[config.mk]
export PLATFORM = sky130hd
export DESIGN_NAME = uart_tx_arb
export DESIGN_NICKNAME = d
export VERILOG_FILES = /design/src/rtl/uart_pkg.sv /design/src/rtl/uart_rr_arb.sv /design/src/rtl/uart_tx_arb.sv
export SDC_FILE = /design/constraint.sdc
export NUM_CORES = 1
export LEC_CHECK = 0
export CAP_MARGIN = 20
export CORE_MARGIN = 8
export CORE_UTILIZATION = 51
export CTS_CLUSTER_SIZE = 8
export DETAILED_ROUTE_END_ITERATION = 10
export HOLD_SLACK_MARGIN = 0.08
export PLACE_DENSITY = 0.86
export SLEW_MARGIN = 25
export SYNTH_ARGS = -nofsm -noshare
export SYNTH_HDL_FRONTEND = slang
export SYNTH_HIERARCHICAL = 1
export SYNTH_SLANG_ARGS = --single-unit
[constraint.sdc]
create_clock -name sys_clk -period 4.11 [get_ports sys_clk]
set_input_delay 0.6165 -clock sys_clk [delete_from_list [all_inputs] [get_ports sys_clk]]
set_output_delay 0.6165 -clock sys_clk [all_outputs]
set_load 0.1 [all_outputs]
[src/rtl/uart_pkg.sv]
// Shared definitions for the UART transmit arbiter: FSM encoding, control
// register bit positions and the round-robin index helper.
package uart_pkg;

  typedef enum logic [2:0] {
    ST_CFG_BAUD = 3'd0,
    ST_CFG_CON  = 3'd1,
    ST_IDLE     = 3'd2,
    ST_ISSUE    = 3'd3,
    ST_WAIT     = 3'd4
  } uart_state_t;

  // UART control register bit positions
  localparam int CON_EN_BIT   = 0;
  localparam int CON_TXIE_BIT = 1;

  // Control word with transmitter and tx interrupt both enabled
  localparam logic [15:0] CON_DEFAULT = 16'((1 << CON_EN_BIT) | (1 << CON_TXIE_BIT));

  // Width of the WAIT-state cycle counter
  localparam int CNT_W = 16;

  // Index reached by stepping 'step' places after 'base' in a ring of n entries
  function automatic logic [2:0] rr_wrap(input logic [2:0] base, input int step, input int n);
    int t;
    t = int'(base) + step;
    if (t >= n) t = t - n;
    return t[2:0];
  endfunction

endpackage

[src/rtl/uart_rr_arb.sv]
// Combinational round-robin selector: searches the request vector starting
// one place after the last grant and wrapping at NREQ-1 back to 0.
module uart_rr_arb
  import uart_pkg::*;
#(
  parameter int NREQ = 4
) (
  input  logic [NREQ-1:0] req,
  input  logic [2:0]      last,
  output logic [2:0]      sel,
  output logic            vld
);

  // First pending requester in rotating priority order after 'last'
  always_comb begin
    sel = '0;
    vld = 1'b0;
    for (int k = 1; k <= NREQ; k++) begin
      for (int i = 0; i < NREQ; i++) begin
        if (!vld && req[i] && (rr_wrap(last, k, NREQ) == 3'(i))) begin
          sel = 3'(i);
          vld = 1'b1;
        end
      end
    end
  end

endmodule

[src/rtl/uart_tx_arb.sv]
// Multi-requester UART byte transmitter front end. Programs the UART baud and
// control registers after reset, then hands bytes from NREQ requesters to the
// UART tx buffer one at a time in round-robin order, waiting for tx_done (or
// a timeout) between bytes.
module uart_tx_arb
  import uart_pkg::*;
#(
  parameter int          NREQ      = 4,
  parameter logic [15:0] BAUD_INIT = 16'd103,
  parameter logic [15:0] CON_INIT  = CON_DEFAULT,
  parameter logic [15:0] TIMEOUT   = 16'hFFFF
) (
  input  logic              sys_clk,
  input  logic              sys_rst,
  input  logic [NREQ-1:0]   req_valid,
  input  logic [8*NREQ-1:0] req_data,
  output logic [NREQ-1:0]   req_ready,
  input  logic              uart_tx_done,
  output logic              uart_baud_wr,
  output logic              uart_con_wr,
  output logic              uart_txbuf_wr,
  output logic [15:0]       icb_wdat,
  output logic              cfg_done,
  output logic              busy,
  output logic [2:0]        grant_id,
  output logic              timeout_err,
  input  logic              err_clr
);

  uart_state_t      state;
  logic [CNT_W-1:0] wait_cnt;
  logic [2:0]       arb_sel;
  logic             arb_vld;
  logic [7:0]       sel_data;
  logic [NREQ-1:0]  sel_onehot;

  uart_rr_arb #(
    .NREQ(NREQ)
  ) u_rr_arb (
    .req  (req_valid),
    .last (grant_id),
    .sel  (arb_sel),
    .vld  (arb_vld)
  );

  // Byte and ready mask belonging to the currently selected requester
  always_comb begin
    sel_data   = 8'h00;
    sel_onehot = '0;
    for (int i = 0; i < NREQ; i++) begin
      if (arb_sel == 3'(i)) begin
        sel_data      = req_data[8*i +: 8];
        sel_onehot[i] = 1'b1;
      end
    end
  end

  // Control FSM; every output is a register and strobes default low each cycle
  always_ff @(posedge sys_clk) begin
    if (sys_rst) begin
      state         <= ST_CFG_BAUD;
      wait_cnt      <= '0;
      req_ready     <= '0;
      uart_baud_wr  <= 1'b0;
      uart_con_wr   <= 1'b0;
      uart_txbuf_wr <= 1'b0;
      icb_wdat      <= 16'h0000;
      cfg_done      <= 1'b0;
      busy          <= 1'b0;
      grant_id      <= 3'(NREQ - 1);
      timeout_err   <= 1'b0;
    end else begin
      uart_baud_wr  <= 1'b0;
      uart_con_wr   <= 1'b0;
      uart_txbuf_wr <= 1'b0;
      req_ready     <= '0;
      icb_wdat      <= 16'h0000;
      // Clear first so a timeout in the same cycle overrides it below
      if (err_clr) timeout_err <= 1'b0;
      case (state)
        ST_CFG_BAUD: begin
          uart_baud_wr <= 1'b1;
          icb_wdat     <= BAUD_INIT;
          state        <= ST_CFG_CON;
        end
        ST_CFG_CON: begin
          uart_con_wr <= 1'b1;
          icb_wdat    <= CON_INIT;
          state       <= ST_IDLE;
        end
        ST_IDLE: begin
          cfg_done <= 1'b1;
          if (arb_vld) begin
            uart_txbuf_wr <= 1'b1;
            req_ready     <= sel_onehot;
            icb_wdat      <= {8'h00, sel_data};
            grant_id      <= arb_sel;
            busy          <= 1'b1;
            state         <= ST_ISSUE;
          end
        end
        ST_ISSUE: begin
          wait_cnt <= '0;
          state    <= ST_WAIT;
        end
        ST_WAIT: begin
          // Completion takes priority over the timeout boundary
          if (uart_tx_done) begin
            busy  <= 1'b0;
            state <= ST_IDLE;
          end else if (wait_cnt == TIMEOUT - 16'd1) begin
            timeout_err <= 1'b1;
            busy        <= 1'b0;
            state       <= ST_IDLE;
          end else begin
            wait_cnt <= wait_cnt + 16'd1;
          end
        end
        default: state <= ST_CFG_BAUD;
      endcase
    end
  end

endmodule
# Yosys cells after proc, flatten, opt, wreduce, memory -nomap -nowiden
# Cells that the tools add are included.
# W data, S select, Z words.
# classes
n_mux	63
reduce_logical	60
eq_ne	24
bitwise	2
n_lt_le_gt_ge	4
addsub	9
# op_table
cell	count
$mux W8	5
$eq A3 B2 Y1 const B	12
$mux W16	2
$pmux W16 S2	1
$logic_and A1 B1 Y1	31
$mux W1	31
$mux W2	14
$pmux W8 S3	1
$mux W3	7
$eq A3 B1 Y1 const B	6
$logic_not A3 Y1	6
$add A16 B1 Y16 const B	1
$eq A16 B16 Y1 const B	1
$ge A4 B3 Y1 const B	4
$logic_not A1 Y1	15
$pmux W3 S5	1
$sub A3 B3 Y3 const B	4
$add A3 B2 Y4 const B	2
$ne A2 B2 Y1 const B	3
$reduce_and A3 Y1	2
$add A3 B1 Y4 const B	1
$add A3 B3 Y4 const B	1
$reduce_and A2 Y1	2
$reduce_bool A2 Y1	2
other kinds (6)	7
# word_totals
reg_bits	48
out_inout_bits	29

# Logic depth before layout (Yosys ltp)
# Gate-level depths: netlist of the first run.
# depth
ltp_word	73
ltp_mapped	12
ltp_nobuf	10

# Hierarchy
# The synthesis of the first run kept the hierarchy.
# by_module_without_submodules
module	area_per_inst_um2	seq_area_each_um2	cells_each	instances
uart_tx_arb	1936.9	800.8	199	1
uart_rr_arb	344.1	0.0	47	1

# Least setup slack after synthesis of the first run
# Ideal clock, no wire load.
# synth_path
kind	register -> register
startpoint	reg grant_id[0]
endpoint	reg icb_wdat[5]
setup_time_ns	0.124
period_less_slack_ns	3.440
slack_ns	0.670
n_path_buf	2
required_time_ns	3.986
arrival_ns	3.316
stages_incl_launch_ff	12
path_cell_list	dfxtp_1 > buf_4 > and2_1 > ha_1 > nand2_2 > a211oi_1 > o211ai_1 > o21ai_1 > buf_2 > mux4_2 > a21oi_1 > nor2_1
# synth_via
elab_chain_cells	73
elab_cells_between_ends	119
classes_between	8 x add/sub; 4 x order compare; 15 x eq/ne; 41 x mux; 51 x reduce/logical
# synth_lines
element	line	source
start: declaration	uart_tx_arb.sv:25	output logic [2:0] grant_id,
start signal: assignment	uart_tx_arb.sv:70	grant_id <= 3'(NREQ - 1);
start signal: assignment	uart_tx_arb.sv:97	grant_id <= arb_sel;
$add A3 B1 Y4	uart_pkg.sv:26	t = int'(base) + step;
$ge A4 B3 Y1 / $sub A3 B3 Y3 (equally long branches)	uart_pkg.sv:27	if (t >= n) t = t - n;
$mux W3	uart_pkg.sv:27	
$logic_not A3 Y1	uart_rr_arb.sv:20	if (!vld && req[i] && (rr_wrap(last, k, NREQ) == 3'(i))) begin
$logic_and A1 B1 Y1	uart_rr_arb.sv:20	
$mux W1	uart_rr_arb.sv:20	
$logic_not A1 Y1	uart_rr_arb.sv:20	
$logic_and A1 B1 Y1 (2 in series)	uart_rr_arb.sv:20	
[... 54 more ...]	-	
$logic_and A1 B1 Y1 (2 in series)	uart_rr_arb.sv:20	
$mux W2 *	uart_rr_arb.sv:20	
via arb_sel[0]	uart_tx_arb.sv:32	logic [2:0] arb_sel;
$logic_not A3 Y1	uart_tx_arb.sv:51	if (arb_sel == 3'(i)) begin
$mux W8 (3 in series)	uart_tx_arb.sv:51	
$mux W8 *	uart_tx_arb.sv:51	
$mux W8 *	uart_tx_arb.sv:93	if (arb_vld) begin
$pmux W8 S3 *	uart_tx_arb.sv:80	case (state)
end signal: assignment	uart_tx_arb.sv:96	icb_wdat <= {8'h00, sel_data};
end: declaration	uart_tx_arb.sv:22	output logic [15:0] icb_wdat,
# The timed path passes the listed nets; every way through them passes the cells marked *.
# A chain may end at the register's enable or synchronous reset.

# Final worst setup path of the first run
# layout_path
startpoint	reg grant_id[0]
endpoint	reg req_ready[0]
# layout_via
elab_chain_cells	68
elab_cells_between_ends	113
classes_between	8 x add/sub; 4 x order compare; 12 x eq/ne; 36 x mux; 1 x bitwise; 52 x reduce/logical
# layout_lines
element	line	source
$add A3 B1 Y4	uart_pkg.sv:26	
$ge A4 B3 Y1 / $sub A3 B3 Y3 (equally long branches)	uart_pkg.sv:27	
$mux W3	uart_pkg.sv:27	
$logic_not A3 Y1	uart_rr_arb.sv:20	
$logic_and A1 B1 Y1	uart_rr_arb.sv:20	
$mux W1	uart_rr_arb.sv:20	
$logic_not A1 Y1	uart_rr_arb.sv:20	
$logic_and A1 B1 Y1 (2 in series)	uart_rr_arb.sv:20	
[... 50 more ...]	-	
$logic_and A1 B1 Y1 (2 in series)	uart_rr_arb.sv:20	
$mux W1	uart_rr_arb.sv:20	
$logic_not A1 Y1	uart_rr_arb.sv:20	
$logic_and A1 B1 Y1 (2 in series)	uart_rr_arb.sv:20	
$mux W1 *	uart_rr_arb.sv:20	
via arb_vld	uart_tx_arb.sv:33	logic arb_vld;
$not A1 Y1 (no source line) *	-	
$reduce_or A3 Y1 (no source line) *	-	
end signal: assignment	uart_tx_arb.sv:95	req_ready <= sel_onehot;
end: declaration	uart_tx_arb.sv:17	output logic [NREQ-1:0] req_ready,
# Marked as above.

==> results.cfg, run 1 <==
[yosys]
async_flop_share = 0
synth_area_mm2 = 0.002281
ys_seq_area_frac = 0.3511
synth_edf_count = 0
yosysUniqueCellTypes = 53
synth.area.top_cells = dfxtp_1 (35%), mux4_2 (7.9%), a21oi_1 (4.8%), buf_4 (3.9%), nor2_1 (2.8%)
synth_cells = 246
synth-seq-cells = 40
yosysTopAreaCellShare = 0.3511
ys_warn_count = 6
synth.largest_area_cell = dfxtp_1
synth_common_cells = dfxtp_1 (40), a21oi_1 (22), nor2_1 (17), nand2_1 (13)
avgSynthCellArea_um2 = 9.272
yosysMostFrequentCell = dfxtp_1
synth_flop_cell = dfxtp_1

[floorplan]
die_h_um = 82.88
start_util = 0.5275
core-area_mm2 = 0.004324
die_x_um = 82.88
rows = 24
dieArea_mm2 = 0.006868
ios = 69

[drt]
dr.pass1.iters = 4
wire_per_inst_um = 16.80
drtIter0Drc = 106
wl_mm = 5.931
vias = 2082
drc = 0
avgViaCountPerCell = 5.898
ant_nets = 0

[clocking]
cts.path.max_buffers = 2
cts_root_buffer = clkbuf_8
clk_latency_ns = 0.30
cts_sinks = 40
hold_buffers = 0
clkSlewWorstSetupHoldPaths_ns = 0.07
h-tree-depth = 2
cts_made_buffers = 5
cts.repair.resized = 0
cts_setup_buffers = 0
cts_tree = done

[layout]
multi_input_area_mm2 = 0.001335
seq_area_um2 = 800.8
fin_cells = 353
area_growth_pct = 28.74
fin_util = 0.6791
drive_gt1_frac = 0.09302
antennaDiodeCount = 0
fillers = 340
layout.nets = 343

[critical_path]
worstPathMaxFanout = 15
r2r_slack_ns = 1.30
cp.required_ns = 4.33
path_class = flop to flop
end_kind = flop
cp-start-kind = flop
cp.arrival_ns = 3.04

[power_and_ir_drop]
power_density_mw_per_mm2 = 408.8
leakage_uw = 0.001061
ir_drop_mv = 0.2480

[sta]
skew_ns = 0.01380
worstMarginPinSlew_ns = 1.017
rsz0062_at_grt = false
fmax_ghz = 0.3554
relSlewSlack = 0.3201
layout_min_cycle_time_ns = 2.814
drv_slew = 0
hold_viol = 0
fin_setup_tns_ns = 0
setup_viol = 0
fin_crit_sh = 0.6846

[placed_design]
dp_hpwl_mm = 4.437
port_buffers = 60
routabilityCongestion = 0.8413
dp.cells = 345

[grt]
overflow = 0
track_usage = 0.1703
grt_max_degree = 22
grt_pass1_vias = 2092
grt_pass1_wl_mm = 9.929
antenna_found_initial = 0

[run_status]
outcome = complete, no violations

[hold_path]
hold_class = flop to flop

[job]
drv_cap = 0
==> critical path, cell delays in order (launching register included) <==
cell	delay, ns
dfxtp_1	0.65
and2_1	0.21
ha_1	0.22
nor2b_1	0.14
o211ai_2	0.12
nand4_1	0.15
nand4b_1	0.14
nor4bb_1	0.27
buf_4	0.20
nor3b_2	0.42
nor3b_1	0.22
==> report_power, final <==
group,switching [uW],internal [uW],total (uW)
sequential,30.0,411,441
combinational,304,180,484
clock,139,136,275
==> cells in the final DEF (no fill, tap or decap), types with 2 or more instances in the layout <==
cell / instances
clkdlybuf4s50_1: 60
dfxtp_1: 40
a21oi_1: 22
nor2_1: 17
nand2_1: 13
o21ai_0: 12
conb_1: 9
or3_1: 8
nor2b_1: 8
mux4_2: 8
o211ai_1: 7
o31ai_1: 7
nand4_1: 7
and3_1: 6
clkbuf_8: 6
inv_1: 5
and2_1: 5
or4_1: 5
and4_1: 4
and3b_1: 4
nor3b_1: 3
nand3_1: 3
ha_1: 3
buf_4: 3
nand3b_1: 2
o41ai_1: 2
nor3_1: 2
a211o_1: 2
and2b_1: 2
o21ai_1: 2
==> registers in the layout, indices dropped and copies added (netlist names) <==
signal	count
cfg_done	1
timeout_err	1
req_ready	4
uart_baud_wr	1
icb_wdat	8
uart_con_wr	1
state	3
wait_cnt	16
busy	1
uart_txbuf_wr	1
grant_id	3
==> final timing paths <==
check	startpoint	to	depth (start not counted)
max	grant_id[0]	req_ready[0]	10
min	cfg_done	cfg_done	2
max reg2reg	grant_id[0]	req_ready[0]	10
min reg2reg	cfg_done	cfg_done	2
==> final cells by class <==
class / instances / share of cell area
Sequential cell: 40 / 0.2727
Inverter: 5 / 0.006391
Multi-Input combinational cell: 185 / 0.4546
Clock inverter: 1 / 0.002556
Clock buffer: 7 / 0.02940
Tap cell: 52 / 0.02216
Timing Repair Buffer: 63 / 0.2122
==> kinds of logic after synthesis <==
kind of cell | Yosys count | share of synthesized area
other | 2 | 0.003293
buffers and inverters | 28 | 0.07515
multiplexers | 9 | 0.08338
XOR/XNOR | 1 | 0.003841
AND/OR/NAND/NOR | 101 | 0.2831
adder cells (fa/ha/maj) | 3 | 0.01646
flip-flops | 40 | 0.3511
AO/OA/AOI/OAI | 62 | 0.1838
==> per-layer routing <==
| metal | track usage | up-vias | routed length (um) |
|---|---|---|---|
| li1 | - | 1010 | - |
| met1 | 0.1761 | 994 | 2295 |
| met2 | 0.3133 | 67 | 3186 |
| met3 | 0.03613 | 11 | 306 |
| met4 | 0.08626 | 0 | 142 |
| met5 | 0 | - | 0 |
==> per-stage QoR <==
stage / hold slack (ns) / cell area [um^2] / power (uW) / setup slack (ns)
2_1_floorplan: 0.4514 / 2307 / 822.5 / 0.6701
3_3_place_gp: 0.4663 / 2843 / 924.2 / 1.179
3_5_place_dp: 0.4659 / 2843 / 933.0 / 1.110
4_1_cts: 0.4818 / 2937 / 1205 / 1.293
5_1_grt: 0.5175 / 2937 / 1255 / 0.9934
6_report: 0.4764 / 2937 / 1201 / 1.296
Power figures use the tool's default switching activity.
==> run 2: changes to the inputs <==
Settings changed: CORE_UTILIZATION 51 to 43, PLACE_DENSITY 0.86 to 0.77.
Clock period 4.11 ns to 2.4 ns, I/O delays scaled along.
==> run 2 against run 1 <==
Against the previous run:
- sequential share of layout area fell by 1.3 points
- via count rose by 0.48%
- highest routed layer unchanged
- critical path type unchanged
- non-clock buffer count rose by 17
- largest power group unchanged
==> results.cfg, run 2 (synthesized netlist as in run 1, its figures left out) <==
[clocking]
hold_buffers = 0
clkSlewWorstSetupHoldPaths_ns = 0.08
cts_made_buffers = 5
h-tree-depth = 2
cts_sinks = 40
cts.path.max_buffers = 2
cts.repair.resized = 0
cts_tree = done
cts_root_buffer = clkbuf_8
cts_setup_buffers = 0
clk_latency_ns = 0.30

[drt]
wl_mm = 5.788
dr.pass1.iters = 4
avgViaCountPerCell = 5.392
drc = 0
vias = 2092
wire_per_inst_um = 14.92
drtIter0Drc = 77
ant_nets = 0

[power_and_ir_drop]
clockPowerShare = 0.262
power_density_mw_per_mm2 = 721.3
pwr-share-seq = 0.327
combPwrFrac = 0.411
switching_share = 0.3740
ir_drop_mv = 0.3869
p_sw_uw = 844.3
internal_power_uw = 1413
leakage_uw = 0.001220

[sta]
hold_slack_ns = 0.4819
fmax_ghz = 0.4294
skew_ns = 0.01786
rsz0062_at_grt = true
worstMarginPinSlew_ns = 0.5700
relSlewSlack = 0.6200
fin_crit_sh = 0.9704
setup_viol = 0
fin_ws_ns = 0.07103
drv_slew = 0
hold_viol = 0
layout_min_cycle_time_ns = 2.329

[floorplan]
die_h_um = 88.83
ios = 69
dieArea_mm2 = 0.007891
rows = 26
die_x_um = 88.83
start_util = 0.4466
core-area_mm2 = 0.005107

[critical_path]
endpoint = icb_wdat[5]
r2r-start = grant_id[1]
cp.arrival_ns = 2.52
cp.required_ns = 2.59
r2r-end = icb_wdat[5]
rr_worst_depth = 10
cp-start-kind = flop
worstPathMaxFanout = 6
path_class = flop to flop
end_kind = flop
r2r_slack_ns = 0.07
worstSetupStartpoint = grant_id[1]

[placed_design]
routabilityCongestion = 0.8740
port_buffers = 60
pre_cts_slack_ns = -0.2526
dp_hpwl_mm = 4.567
dp.cells = 380

[layout]
area_growth_pct = 37.19
biggestRegsByFlops = wait_cnt x16, icb_wdat x8, req_ready x4
top_register = wait_cnt
fin_cells = 388
largest_register_ffs = 16
antennaDiodeCount = 0
mostFrequentLayoutCell = buf_4
fillers = 454
most-common-layout-cells = buf_4 (41), clkdlybuf4s50_1 (38), dfxtp_1 (37)
layout.nets = 360
drive_gt1_frac = 0.2421
fin_util = 0.6127

[grt]
overflow = 0
grt_max_degree = 22
grt_pass1_wl_mm = 9.515
antenna_found_initial = 0
track_usage = 0.1517
grt_pass1_vias = 2092

[job]
drv_cap = 0

[run_status]
outcome = complete, no violations

[hold_path]
hold_class = flop to flop
[run 2: power groups by stage]
stage | sequential, uW | clock (uW) | combinational (uW)
after global routing | 744 | 619 | 979
final | 738 | 591 | 928
after detailed placement | 752 | 0 | 920
after floorplan | 989 | 0 | 457
after global placement | 751 | 0 | 906
after CTS | 737 | 598 | 924
[run 2: layout make-up]
| class | count | area, um^2 | share of cell area |
|---|---|---|---|
| clock buffer | 6 | 82.58 | 0.02639 |
| clock inverter | 2 | 38.79 | 0.01240 |
| inverter | 5 | 18.77 | 0.005998 |
| multi-input combinational | 185 | 1389 | 0.4438 |
| sequential | 40 | 812.0 | 0.2595 |
| tap | 70 | 87.58 | 0.02799 |
| timing repair buffer | 80 | 700.7 | 0.2239 |
[run 2: metal layers]
metal	wire length, um	GRT usage	vias to the layer above
met4	166	0.07373	0
met2	3125	0.2830	47
met1	2319	0.1572	987
met5	0	0	-
met3	176	0.02878	15
li1	-	-	1043
[run 2: worst min path at each step]
stage / startpoint / end / slack, ns / cells past startpoint
3_5_place_dp: cfg_done / cfg_done / 0.47 / 2
2_1_floorplan: wait_cnt[13] / wait_cnt[13] / 0.45 / 1
3_3_place_gp: cfg_done / cfg_done / 0.47 / 2
5_1_grt: cfg_done / cfg_done / 0.52 / 2
4_1_cts: wait_cnt[9] / wait_cnt[9] / 0.49 / 2
6_report: cfg_done / cfg_done / 0.48 / 2
[run 2: metrics by stage]
stage,instance area [um^2],setup TNS (ns),total power [uW]
after global placement,2985,-1.511,1657
final,3129,0,2257
after global routing,3129,-0.002059,2342
after floorplan,2367,-1.002,1446
after CTS,3107,0,2259
after detailed placement,2985,-2.854,1673
[run 2: critical path: stages, from the launching register on]
cell and delay (ns):
dfxtp_4 0.34, and2_4 0.16, ha_4 0.26, nor2b_1 0.05
o211ai_2 0.23, o211ai_1 0.14, o21ai_2 0.16, buf_4 0.18
mux4_2 0.52, a21oi_2 0.13, nor2_1 0.04
